<file path="src/rtl/lsu_bus_if.sv">
// Load/store unit data-bus interface.
// The master drives the request side; the slave returns ready/rvalid/rdata.
interface lsu_bus_if;
  logic        o_bus_req;
  logic        o_bus_wen;
  logic [31:0] o_bus_addr;
  logic [3:0]  o_bus_wmask;
  logic [31:0] o_bus_wdata;
  logic        i_bus_ready;
  logic        i_bus_rvalid;
  logic [31:0] i_bus_rdata;

  modport master (
    output o_bus_req,
    output o_bus_wen,
    output o_bus_addr,
    output o_bus_wmask,
    output o_bus_wdata,
    input  i_bus_ready,
    input  i_bus_rvalid,
    input  i_bus_rdata
  );

  modport slave (
    input  o_bus_req,
    input  o_bus_wen,
    input  o_bus_addr,
    input  o_bus_wmask,
    input  o_bus_wdata,
    output i_bus_ready,
    output i_bus_rvalid,
    output i_bus_rdata
  );
endinterface

</file>
<file path="src/rtl/load_store_unit.sv">
// Load/store unit: IDLE/REQ/WAIT/DONE bus sequencer with lane steering.
// Define LSU_MISALIGN_TRAP_EN to trap misaligned half/word accesses.
module load_store_unit (
  input  logic        i_clk,
  input  logic        i_rst,
  input  logic        i_valid,
  input  logic        i_mem_write,
  input  logic [2:0]  i_funct3,
  input  logic [31:0] i_addr,
  input  logic [31:0] i_wdata,
  output logic        o_busy,
  output logic        o_done,
  output logic [31:0] o_rdata,
  output logic        o_misaligned,
  lsu_bus_if.master   bus
);

  typedef enum logic [1:0] {
    S_IDLE,
    S_REQ,
    S_WAIT,
    S_DONE
  } state_t;

  state_t      r_state;
  logic        r_req;
  logic        r_wen;
  logic [31:0] r_addr;
  logic [3:0]  r_wmask;
  logic [31:0] r_wdata;
  logic [2:0]  r_f3;
  logic [1:0]  r_off;
  logic        r_trap;
  logic        r_done;
  logic        r_mis;
  logic [31:0] r_rdata;

  logic        w_word;
  logic        w_half;
  logic        w_mis;
  logic [3:0]  w_wmask;
  logic [31:0] w_wdata;
  logic [7:0]  w_lb;
  logic [15:0] w_lh;
  logic        w_sx;
  logic [31:0] w_load;

  assign w_word = i_funct3[1];
  assign w_half = ~i_funct3[1] & i_funct3[0];

`ifdef LSU_MISALIGN_TRAP_EN
  assign w_mis = (w_half & i_addr[0]) |
                 (w_word & (|i_addr[1:0]));
`else
  assign w_mis = 1'b0;
`endif

  always_comb begin
    w_wmask = 4'b0001 << i_addr[1:0];
    w_wdata = {4{i_wdata[7:0]}};
    unique case (1'b1)
      w_word: begin
        w_wmask = 4'b1111;
        w_wdata = i_wdata;
      end
      w_half: begin
        w_wmask = i_addr[1] ? 4'b1100 : 4'b0011;
        w_wdata = {2{i_wdata[15:0]}};
      end
      default: ;
    endcase
  end

  // lane select from the latched offset, then extend
  always_comb begin
    w_lh = r_off[1] ? bus.i_bus_rdata[31:16]
                    : bus.i_bus_rdata[15:0];
    unique case (r_off)
      2'd0: w_lb = bus.i_bus_rdata[7:0];
      2'd1: w_lb = bus.i_bus_rdata[15:8];
      2'd2: w_lb = bus.i_bus_rdata[23:16];
      default: w_lb = bus.i_bus_rdata[31:24];
    endcase
    w_sx = ~r_f3[2];
    if (r_f3[1])
      w_load = bus.i_bus_rdata;
    else if (r_f3[0])
      w_load = {{16{w_sx & w_lh[15]}}, w_lh};
    else
      w_load = {{24{w_sx & w_lb[7]}}, w_lb};
  end

  always_ff @(posedge i_clk) begin
    if (i_rst) begin
      r_state <= S_IDLE;
      r_req   <= 1'b0;
      r_wen   <= 1'b0;
      r_wmask <= 4'b0000;
      r_done  <= 1'b0;
      r_mis   <= 1'b0;
      r_trap  <= 1'b0;
      r_rdata <= 32'd0;
    end else begin
      r_done <= 1'b0;
      r_mis  <= 1'b0;
      unique case (r_state)
        S_IDLE: begin
          if (i_valid && !r_done) begin
            r_f3    <= i_funct3;
            r_off   <= i_addr[1:0];
            r_addr  <= {i_addr[31:2], 2'b00};
            r_wen   <= i_mem_write;
            r_wmask <= i_mem_write ? w_wmask : 4'b0000;
            r_wdata <= w_wdata;
            r_trap  <= w_mis;
            if (w_mis) begin
              r_state <= S_DONE;
            end else begin
              r_req   <= 1'b1;
              r_state <= S_REQ;
            end
          end
        end
        S_REQ: begin
          if (bus.i_bus_ready) begin
            r_req   <= 1'b0;
            r_state <= r_wen ? S_DONE : S_WAIT;
          end
        end
        S_WAIT: begin
          if (bus.i_bus_rvalid) begin
            r_rdata <= w_load;
            r_state <= S_DONE;
          end
        end
        S_DONE: begin
          r_done  <= 1'b1;
          r_mis   <= r_trap;
          if (r_trap)
            r_rdata <= 32'd0;
          r_state <= S_IDLE;
        end
        default: r_state <= S_IDLE;
      endcase
    end
  end

  assign o_busy = ((r_state != S_IDLE) &&
                   (r_state != S_DONE)) ||
                  ((r_state == S_IDLE) && i_valid);

  assign o_done       = r_done;
  assign o_misaligned = r_mis;
  assign o_rdata      = r_rdata;

  assign bus.o_bus_req   = r_req;
  assign bus.o_bus_wen   = r_wen;
  assign bus.o_bus_addr  = r_addr;
  assign bus.o_bus_wmask = r_wmask;
  assign bus.o_bus_wdata = r_wdata;

endmodule

</file>
<file path="src/flat_wrapper.sv">
// flat-port wrapper written by rule: the top's interface ports become plain ports
module load_store_unit_flat 
  (i_clk, i_rst, i_valid, i_mem_write, i_funct3, i_addr, i_wdata, o_busy, o_done, o_rdata, o_misaligned, bus_o_bus_req, bus_o_bus_wen, bus_o_bus_addr, bus_o_bus_wmask, bus_o_bus_wdata, bus_i_bus_ready, bus_i_bus_rvalid, bus_i_bus_rdata);
  lsu_bus_if bus_i ();
  input  logic i_clk;
  input  logic i_rst;
  input  logic i_valid;
  input  logic i_mem_write;
  input  logic [2:0] i_funct3;
  input  logic [31:0] i_addr;
  input  logic [31:0] i_wdata;
  output logic o_busy;
  output logic o_done;
  output logic [31:0] o_rdata;
  output logic o_misaligned;
  output wire logic [$bits(bus_i.o_bus_req)-1:0] bus_o_bus_req;
  output wire logic [$bits(bus_i.o_bus_wen)-1:0] bus_o_bus_wen;
  output wire logic [$bits(bus_i.o_bus_addr)-1:0] bus_o_bus_addr;
  output wire logic [$bits(bus_i.o_bus_wmask)-1:0] bus_o_bus_wmask;
  output wire logic [$bits(bus_i.o_bus_wdata)-1:0] bus_o_bus_wdata;
  input wire logic [$bits(bus_i.i_bus_ready)-1:0] bus_i_bus_ready;
  input wire logic [$bits(bus_i.i_bus_rvalid)-1:0] bus_i_bus_rvalid;
  input wire logic [$bits(bus_i.i_bus_rdata)-1:0] bus_i_bus_rdata;
  assign bus_o_bus_req = bus_i.o_bus_req;
  assign bus_o_bus_wen = bus_i.o_bus_wen;
  assign bus_o_bus_addr = bus_i.o_bus_addr;
  assign bus_o_bus_wmask = bus_i.o_bus_wmask;
  assign bus_o_bus_wdata = bus_i.o_bus_wdata;
  assign bus_i.i_bus_ready = bus_i_bus_ready;
  assign bus_i.i_bus_rvalid = bus_i_bus_rvalid;
  assign bus_i.i_bus_rdata = bus_i_bus_rdata;
  load_store_unit u_core (.i_clk(i_clk), .i_rst(i_rst), .i_valid(i_valid), .i_mem_write(i_mem_write), .i_funct3(i_funct3), .i_addr(i_addr), .i_wdata(i_wdata), .o_busy(o_busy), .o_done(o_done), .o_rdata(o_rdata), .o_misaligned(o_misaligned), .bus(bus_i));
endmodule
</file>
<file path="config.mk">
export PLATFORM = sky130hd
export DESIGN_NAME = load_store_unit_flat
export DESIGN_NICKNAME = d
export VERILOG_FILES = /design/src/rtl/lsu_bus_if.sv /design/src/rtl/load_store_unit.sv /design/src/flat_wrapper.sv
export SDC_FILE = /design/constraint.sdc
export NUM_CORES = 1
export LEC_CHECK = 0
export BUFFER_PORTS_ARGS = -buffer_cell sky130_fd_sc_hd__buf_2
export CAP_MARGIN = 30
export CORE_MARGIN = 2
export CORE_UTILIZATION = 47
export CTS_CLUSTER_DIAMETER = 40
export DETAILED_ROUTE_END_ITERATION = 6
export HOLD_SLACK_MARGIN = 0.1
export PLACE_DENSITY = 0.84
export RECOVER_POWER = 50
export SETUP_SLACK_MARGIN = 0.05
export SYNTH_ARGS = -nofsm -noshare
export SYNTH_HDL_FRONTEND = slang
export SYNTH_SLANG_ARGS = --single-unit
</file>
<file path="constraint.sdc">
create_clock -name i_clk -period 5.45 [get_ports i_clk]
set_clock_uncertainty 0.15 [all_clocks]
set_input_delay 0.545 -clock i_clk [delete_from_list [all_inputs] [get_ports i_clk]]
set_output_delay 0.545 -clock i_clk [all_outputs]
set_load 0.02 [all_outputs]
</file>
==> results of run 1 <==
==> layer usage <==
metal | track usage | up-vias | part of all wire | wire [um]
met4 | 0.07794 | 0 | 0.023 | 269
met2 | 0.3706 | 171 | 0.50 | 5858
met1 | 0.2437 | 1722 | 0.38 | 4460
li1 | - | 1788 | - | -
met5 | 0 | - | 0 | 0
met3 | 0.1031 | 23 | 0.10 | 1179
==> per-stage QoR <==
| stage | total power [mW] | setup slack (ns) |
|---|---|---|
| after floorplan | 1.769 | 1.054 |
| after detailed placement | 2.077 | 2.962 |
| after global placement | 2.024 | 2.983 |
| final | 2.504 | 2.936 |
| after global routing | 2.645 | 2.677 |
| after CTS | 2.547 | 2.953 |
==> report_power, final <==
group	internal, mW	switching, mW
clock	0.211	0.269
sequential	1.07	0.0934
combinational	0.288	0.574
==> Yosys cell counts, drive strengths merged, types with 2 or more instances <==
cell,number,area (um2)
a311oi,2,17.52
mux2i,18,180.2
nand2b,5,31.28
clkbuf,17,63.81
buf,10,65.06
mux2,23,259.0
nor2,41,153.9
a2bb2oi,7,61.31
a211oi,23,172.7
dfxtp,41,820.8
nor2b,4,25.02
nor3,2,10.01
ha,5,62.56
o21ai,12,60.05
inv,8,30.03
nand2,34,127.6
a21oi,21,105.1
nand3b,2,15.01
or3,3,18.77
a31oi,2,27.53
nor3b,7,52.55
edfxtp,67,2012
nor4bb,6,60.06
and2,2,12.52
a2111oi,7,75.07
==> worst min-delay path by stage <==
| stage | slack, ns | to | depth (start not counted) | start |
|---|---|---|---|---|
| finish | 0.19 | u_core.bus.o_bus_addr[23] | 1 | i_addr[23] |
| global placement | 0.29 | u_core.bus.o_bus_wmask[0] | 2 | u_core.bus.o_bus_wmask[0] |
| CTS | 0.17 | u_core.bus.o_bus_addr[2] | 1 | i_addr[2] |
| floorplan | 0.38 | u_core.bus.o_bus_wmask[0] | 2 | u_core.bus.o_bus_wmask[0] |
| detailed placement | 0.30 | u_core.bus.o_bus_wmask[0] | 2 | u_core.bus.o_bus_wmask[0] |
| global route | 0.16 | u_core.bus.o_bus_addr[23] | 1 | i_addr[23] |
==> critical path, stage by stage (launching register included) <==
cell and delay, ns:
dfxtp_1 0.38, inv_1 0.12, ha_1 0.23, nand2b_1 0.09, nand2_1 0.42, nor3_1 0.77
a2111oi_1 0.20
==> kinds of logic after synthesis <==
kind of cell | count (synthesis) | synth area share
flops | 108 | 0.6149
simple gates | 110 | 0.1162
compound gates | 80 | 0.1247
buf+inv | 35 | 0.03449
fa+ha+maj | 5 | 0.01358
other cells | 1 | 0.0008140
mux | 41 | 0.09533
==> area by class of cell <==
class / instances / area [um2] / area share
Sequential cell: 108 / 2833 / 0.4875
Multi-Input combinational cell: 239 / 1630 / 0.2806
Tap cell: 133 / 166.4 / 0.02864
Clock inverter: 6 / 65.06 / 0.01120
Inverter: 8 / 30.03 / 0.005168
Antenna cell: 1 / 2.502 / 0.0004307
Timing Repair Buffer: 209 / 959.7 / 0.1652
Clock buffer: 9 / 123.9 / 0.02132
==> sequential cells by signal (all words and copies together) (netlist names) <==
name	cells
u_core.bus.o_bus_wen	1
u_core.bus.o_bus_addr	30
u_core.o_done	1
u_core.bus.o_bus_wdata	32
u_core.o_rdata	32
u_core.r_f3	3
u_core.r_state	2
u_core.bus.o_bus_wmask	4
u_core.bus.o_bus_req	1
u_core.r_off	2
==> impl_metrics.json, run 1 <==
{
  "yosys_warnings": 0,
  "hold_class": "input port to register",
  "grt_start_max_net_pins": 68,
  "dp.cells": 697,
  "routed_wl_um": 11770,
  "cts-root-buf": "clkbuf_8",
  "post_synth_instance_area_um2": 4607,
  "yosysSeqAreaShare": 0.6149,
  "die_x_um": 103.0,
  "violations": "capacitance limit, slew limit",
  "reg2reg_depth": 6,
  "cts_tree": "done",
  "required_ns": 5.51,
  "max-slew-margin-rel": -0.1192,
  "worst_pin_slew_ns": 1.679,
  "grt_usage": 0.2196,
  "grt-ovfl-total": 0,
  "endpoint": "u_core.o_rdata[12]",
  "drc_errors": 0,
  "cap_violations": 1,
  "r2r-start": "u_core.r_state[0]",
  "finalSetupViolations": 0,
  "final_cell_mix": "buf_2, clkbuf_1, edfxtp_1",
  "fin_crit_sh": 0.4613,
  "end_kind": "register",
  "synth.ff_latch_count": 108,
  "syn_to_final_growth_pct": 26.13,
  "r2r_slack_ns": 2.94,
  "place_congestion": 0.7938,
  "die_height_um": 103.0,
  "netlist_instances": 380,
  "period_needed_ns": 2.514,
  "synth_edf_count": 67,
  "portBuffers": 206,
  "ys_async_sr_fraction": 0,
  "drt_iter0_markers": 112,
  "cts.htree.levels": 3,
  "start_util": 0.4779,
  "fillCellCount": 859,
  "yosysUniqueCellTypes": 43,
  "drv_slew": 37,
  "rows": 36,
  "cts_resized": 0,
  "crit_fanout": 19,
  "rr_endpoint": "u_core.o_rdata[12]",
  "avgSynthCellArea_um2": 12.12,
  "grt_pass1_wl_um": 17660,
  "worstSkewPairLatency_ns": 0.36,
  "clockBufferDepth": 2,
  "avgRoutedWirePerCell_um": 16.50,
  "fin_util": 0.6028,
  "synthFlopType": "edfxtp_1",
  "ant_nets": 0,
  "ctsHoldBuffers": 0,
  "cts.sink_count": 108,
  "final_common_cell": "buf_2",
  "crit_start": "u_core.r_state[0]",
  "num_vias": 3704,
  "cts_setup_buffers": 0,
  "start_kind": "register",
  "rsz0062_at_grt": "no",
  "path_class": "register to register",
  "power.density_nw_per_um2": 430.9,
  "p_leak_nw": 2.209,
  "routed_via_density": 5.195,
  "ioPinCount": 210,
  "nets": 685,
  "max_freq_ghz": 0.3978,
  "antenna_found_initial": 1,
  "final_cells": 713,
  "status": "complete, but fails checks",
  "place_area_um2": 5733,
  "core_um2": 9639,
  "layout-drive-gt1-share": 0.2746,
  "clk_pin_slew_worst_paths_ns": 0.11,
  "cts_buffers": 9,
  "tns_ns": 0,
  "final-hold-violation-count": 0,
  "irDropWorstVdd_mv": 0.2340,
  "hpwl_um": 8760,
  "fin_area_um2": 5811,
  "hold_slack_ns": 0.1894,
  "crit_arrival_ns": 2.57,
  "die_area_um2": 10610,
  "grt_pass1_vias": 3782,
  "firstDrtPassIters": 4
}
Power figures use the tool's default switching activity.
==> run 2, diff against run 1 <==
--- a/config.mk
+++ b/config.mk
@@ -8,11 +8,11 @@
 export BUFFER_PORTS_ARGS = -buffer_cell sky130_fd_sc_hd__buf_2
 export CAP_MARGIN = 30
 export CORE_MARGIN = 2
-export CORE_UTILIZATION = 47
+export CORE_UTILIZATION = 42
 export CTS_CLUSTER_DIAMETER = 40
 export DETAILED_ROUTE_END_ITERATION = 6
 export HOLD_SLACK_MARGIN = 0.1
-export PLACE_DENSITY = 0.84
+export PLACE_DENSITY = 0.8
 export RECOVER_POWER = 50
 export SETUP_SLACK_MARGIN = 0.05
 export SYNTH_ARGS = -nofsm -noshare
==> constraint.sdc (replaced) <==
create_clock -name i_clk -period 2.3 [get_ports i_clk]
set_clock_uncertainty 0.15 [all_clocks]
set_input_delay 0.23 -clock i_clk [delete_from_list [all_inputs] [get_ports i_clk]]
set_output_delay 0.23 -clock i_clk [all_outputs]
set_load 0.02 [all_outputs]
==> run 2 against run 1 <==
Compared with the run above: the run now ends clean; total power up 140%; final cell count up 17%; sequential share of layout area down 7.9 points; non-clock buffer count up 117; critical endpoint is now u_core.bus.o_bus_wdata[27]; largest power group unchanged; highest routed layer unchanged.
==> impl_metrics.json, run 2 (same netlist as run 1, synthesis figures left out) <==
{
  "crit_fanout": 11,
  "path_class": "input port to register",
  "drc_errors": 0,
  "start_kind": "input port",
  "min_delay_path_depth": 3,
  "cap_violations": 0,
  "cts-root-buf": "clkbuf_8",
  "cts.htree.levels": 3,
  "avgRoutedWirePerCell_um": 18.05,
  "final_common_cell": "buf_2",
  "place_congestion": 0.8396,
  "final_cell_mix": "buf_2, dlygate4sd3_1, clkbuf_1",
  "fillCellCount": 834,
  "crit_arrival_ns": 2.03,
  "power.density_nw_per_um2": 882.5,
  "ioPinCount": 210,
  "finalSetupViolations": 0,
  "syn_to_final_growth_pct": 50.57,
  "num_antenna_cells": 0,
  "grt_pass1_wl_um": 22870,
  "drv_slew": 0,
  "status": "complete, no violations",
  "grt-ovfl-total": 0,
  "end_kind": "register",
  "die_area_um2": 11820,
  "pwr-share-clk": 0.173,
  "antenna_found_initial": 0,
  "cts_tree": "done",
  "worst_pin_slew_ns": 0.7918,
  "share_comb_of_total_power": 0.375,
  "irDropWorstVdd_mv": 0.5678,
  "ant_nets": 0,
  "drt_iter0_markers": 265,
  "firstDrtPassIters": 5,
  "reg2reg_depth": 5,
  "rows": 38,
  "clk_pin_slew_worst_paths_ns": 0.11,
  "cts.sink_count": 108,
  "die_height_um": 108.7,
  "cts_buffers": 9,
  "num_vias": 4349,
  "grt_pass1_vias": 4384,
  "max-slew-margin-rel": 0.4680,
  "routed_via_density": 5.196,
  "hold_class": "input port to register",
  "worstSkewPairLatency_ns": 0.37,
  "seq_power_share": 0.451,
  "fin_crit_sh": 0.8866,
  "period_needed_ns": 2.039,
  "nets": 802,
  "start_util": 0.4268,
  "multi_input_comb_area_um2": 1643,
  "grt_start_max_net_pins": 39,
  "required_ns": 2.29,
  "core_um2": 10790,
  "setup_slack_ns": 0.2608,
  "portBuffers": 206,
  "area.sequential_um2": 2835,
  "tns_ns": 0,
  "p_leak_nw": 2.688,
  "final-hold-violation-count": 0,
  "pre_cts_slack_ns": 0.3449,
  "p_sw_mw": 2.343,
  "hpwl_um": 9135,
  "p_int_mw": 3.778,
  "switching_share": 0.3828,
  "routed_wl_um": 15110,
  "clockBufferDepth": 2,
  "layout-drive-gt1-share": 0.2511,
  "grt_usage": 0.2561,
  "die_x_um": 108.7,
  "max_freq_ghz": 0.4904,
  "rsz0062_at_grt": "no"
}
## run 2: cell types whose count changed in the layout (fill, tap and decap cells not counted), sizes merged
cell	before	now
buf	118	130
diode	1	0
dlygate4sd3	0	104
bufinv	1	0
clkbuf	100	103
## run 2: layout make-up
class,count,area share
Clock buffer,11,0.01894
Clock inverter,5,0.005411
Timing Repair Buffer,326,0.3005
Tap cell,140,0.02525
Sequential cell,108,0.4087
Inverter,8,0.004329
Multi-Input combinational cell,239,0.2368
## run 2: metal layers
metal | routed length, um | vias to the layer above | track usage
li1 | - | 2019 | -
met1 | 5780 | 2056 | 0.2960
met2 | 7605 | 241 | 0.4397
met3 | 1265 | 33 | 0.06934
met4 | 458 | 0 | 0.1227
met5 | 0 | - | 0
## run 2: worst paths after layout
kind / start / end / slack (ns)
hold reg to reg: u_core.o_rdata[15] / u_core.o_rdata[15] / 0.32
setup reg to reg: u_core.r_state[1] / u_core.bus.o_bus_wdata[8] / 0.33
setup / recovery: i_funct3[0] / u_core.bus.o_bus_wdata[27] / 0.26
hold / removal: bus_i_bus_rdata[8] / u_core.o_rdata[8] / 0.14
## run 2: repair_timing
action / CTS / global route
setup endpoints to repair: 0 / 0
hold buffers: 104 / 0
gates resized for setup: 0 / 0
buffers inserted: 0 / 0
endpoints found under the hold margin: 105 / 0
## run 2: power groups by stage
| stage | Clock (mW) | Combinational [mW] | Sequential, mW |
|---|---|---|---|
| 2_1_floorplan | 0 | 0.986 | 3.23 |
| 3_5_place_dp | 0 | 2.21 | 2.78 |
| 5_1_grt | 1.15 | 2.50 | 2.81 |
| 4_1_cts | 1.07 | 2.35 | 2.74 |
| 3_3_place_gp | 0 | 2.14 | 2.76 |
| 6_report | 1.06 | 2.30 | 2.76 |
## run 2: critical path: stages
cell and delay, ns:
clkbuf_1 0.14, clkbuf_1 0.63, mux2i_1 0.31, o21ai_0 0.13
dlygate4sd3_1 0.59
## run 2: metrics by stage
stage                     power (mW)  instances  instance area [um2]    util  hold WS, ns
after floorplan                4.214        382                 4637       -       0.1789
after global placement         4.904        717                 5847  0.5417       0.2564
after detailed placement       4.983        717                 5847  0.5417       0.2584
after CTS                      6.161        837                 7057  0.6538       0.1205
after global routing           6.456        837                 6937  0.6427       0.1532
final                          6.122        837                 6937  0.6427       0.1414
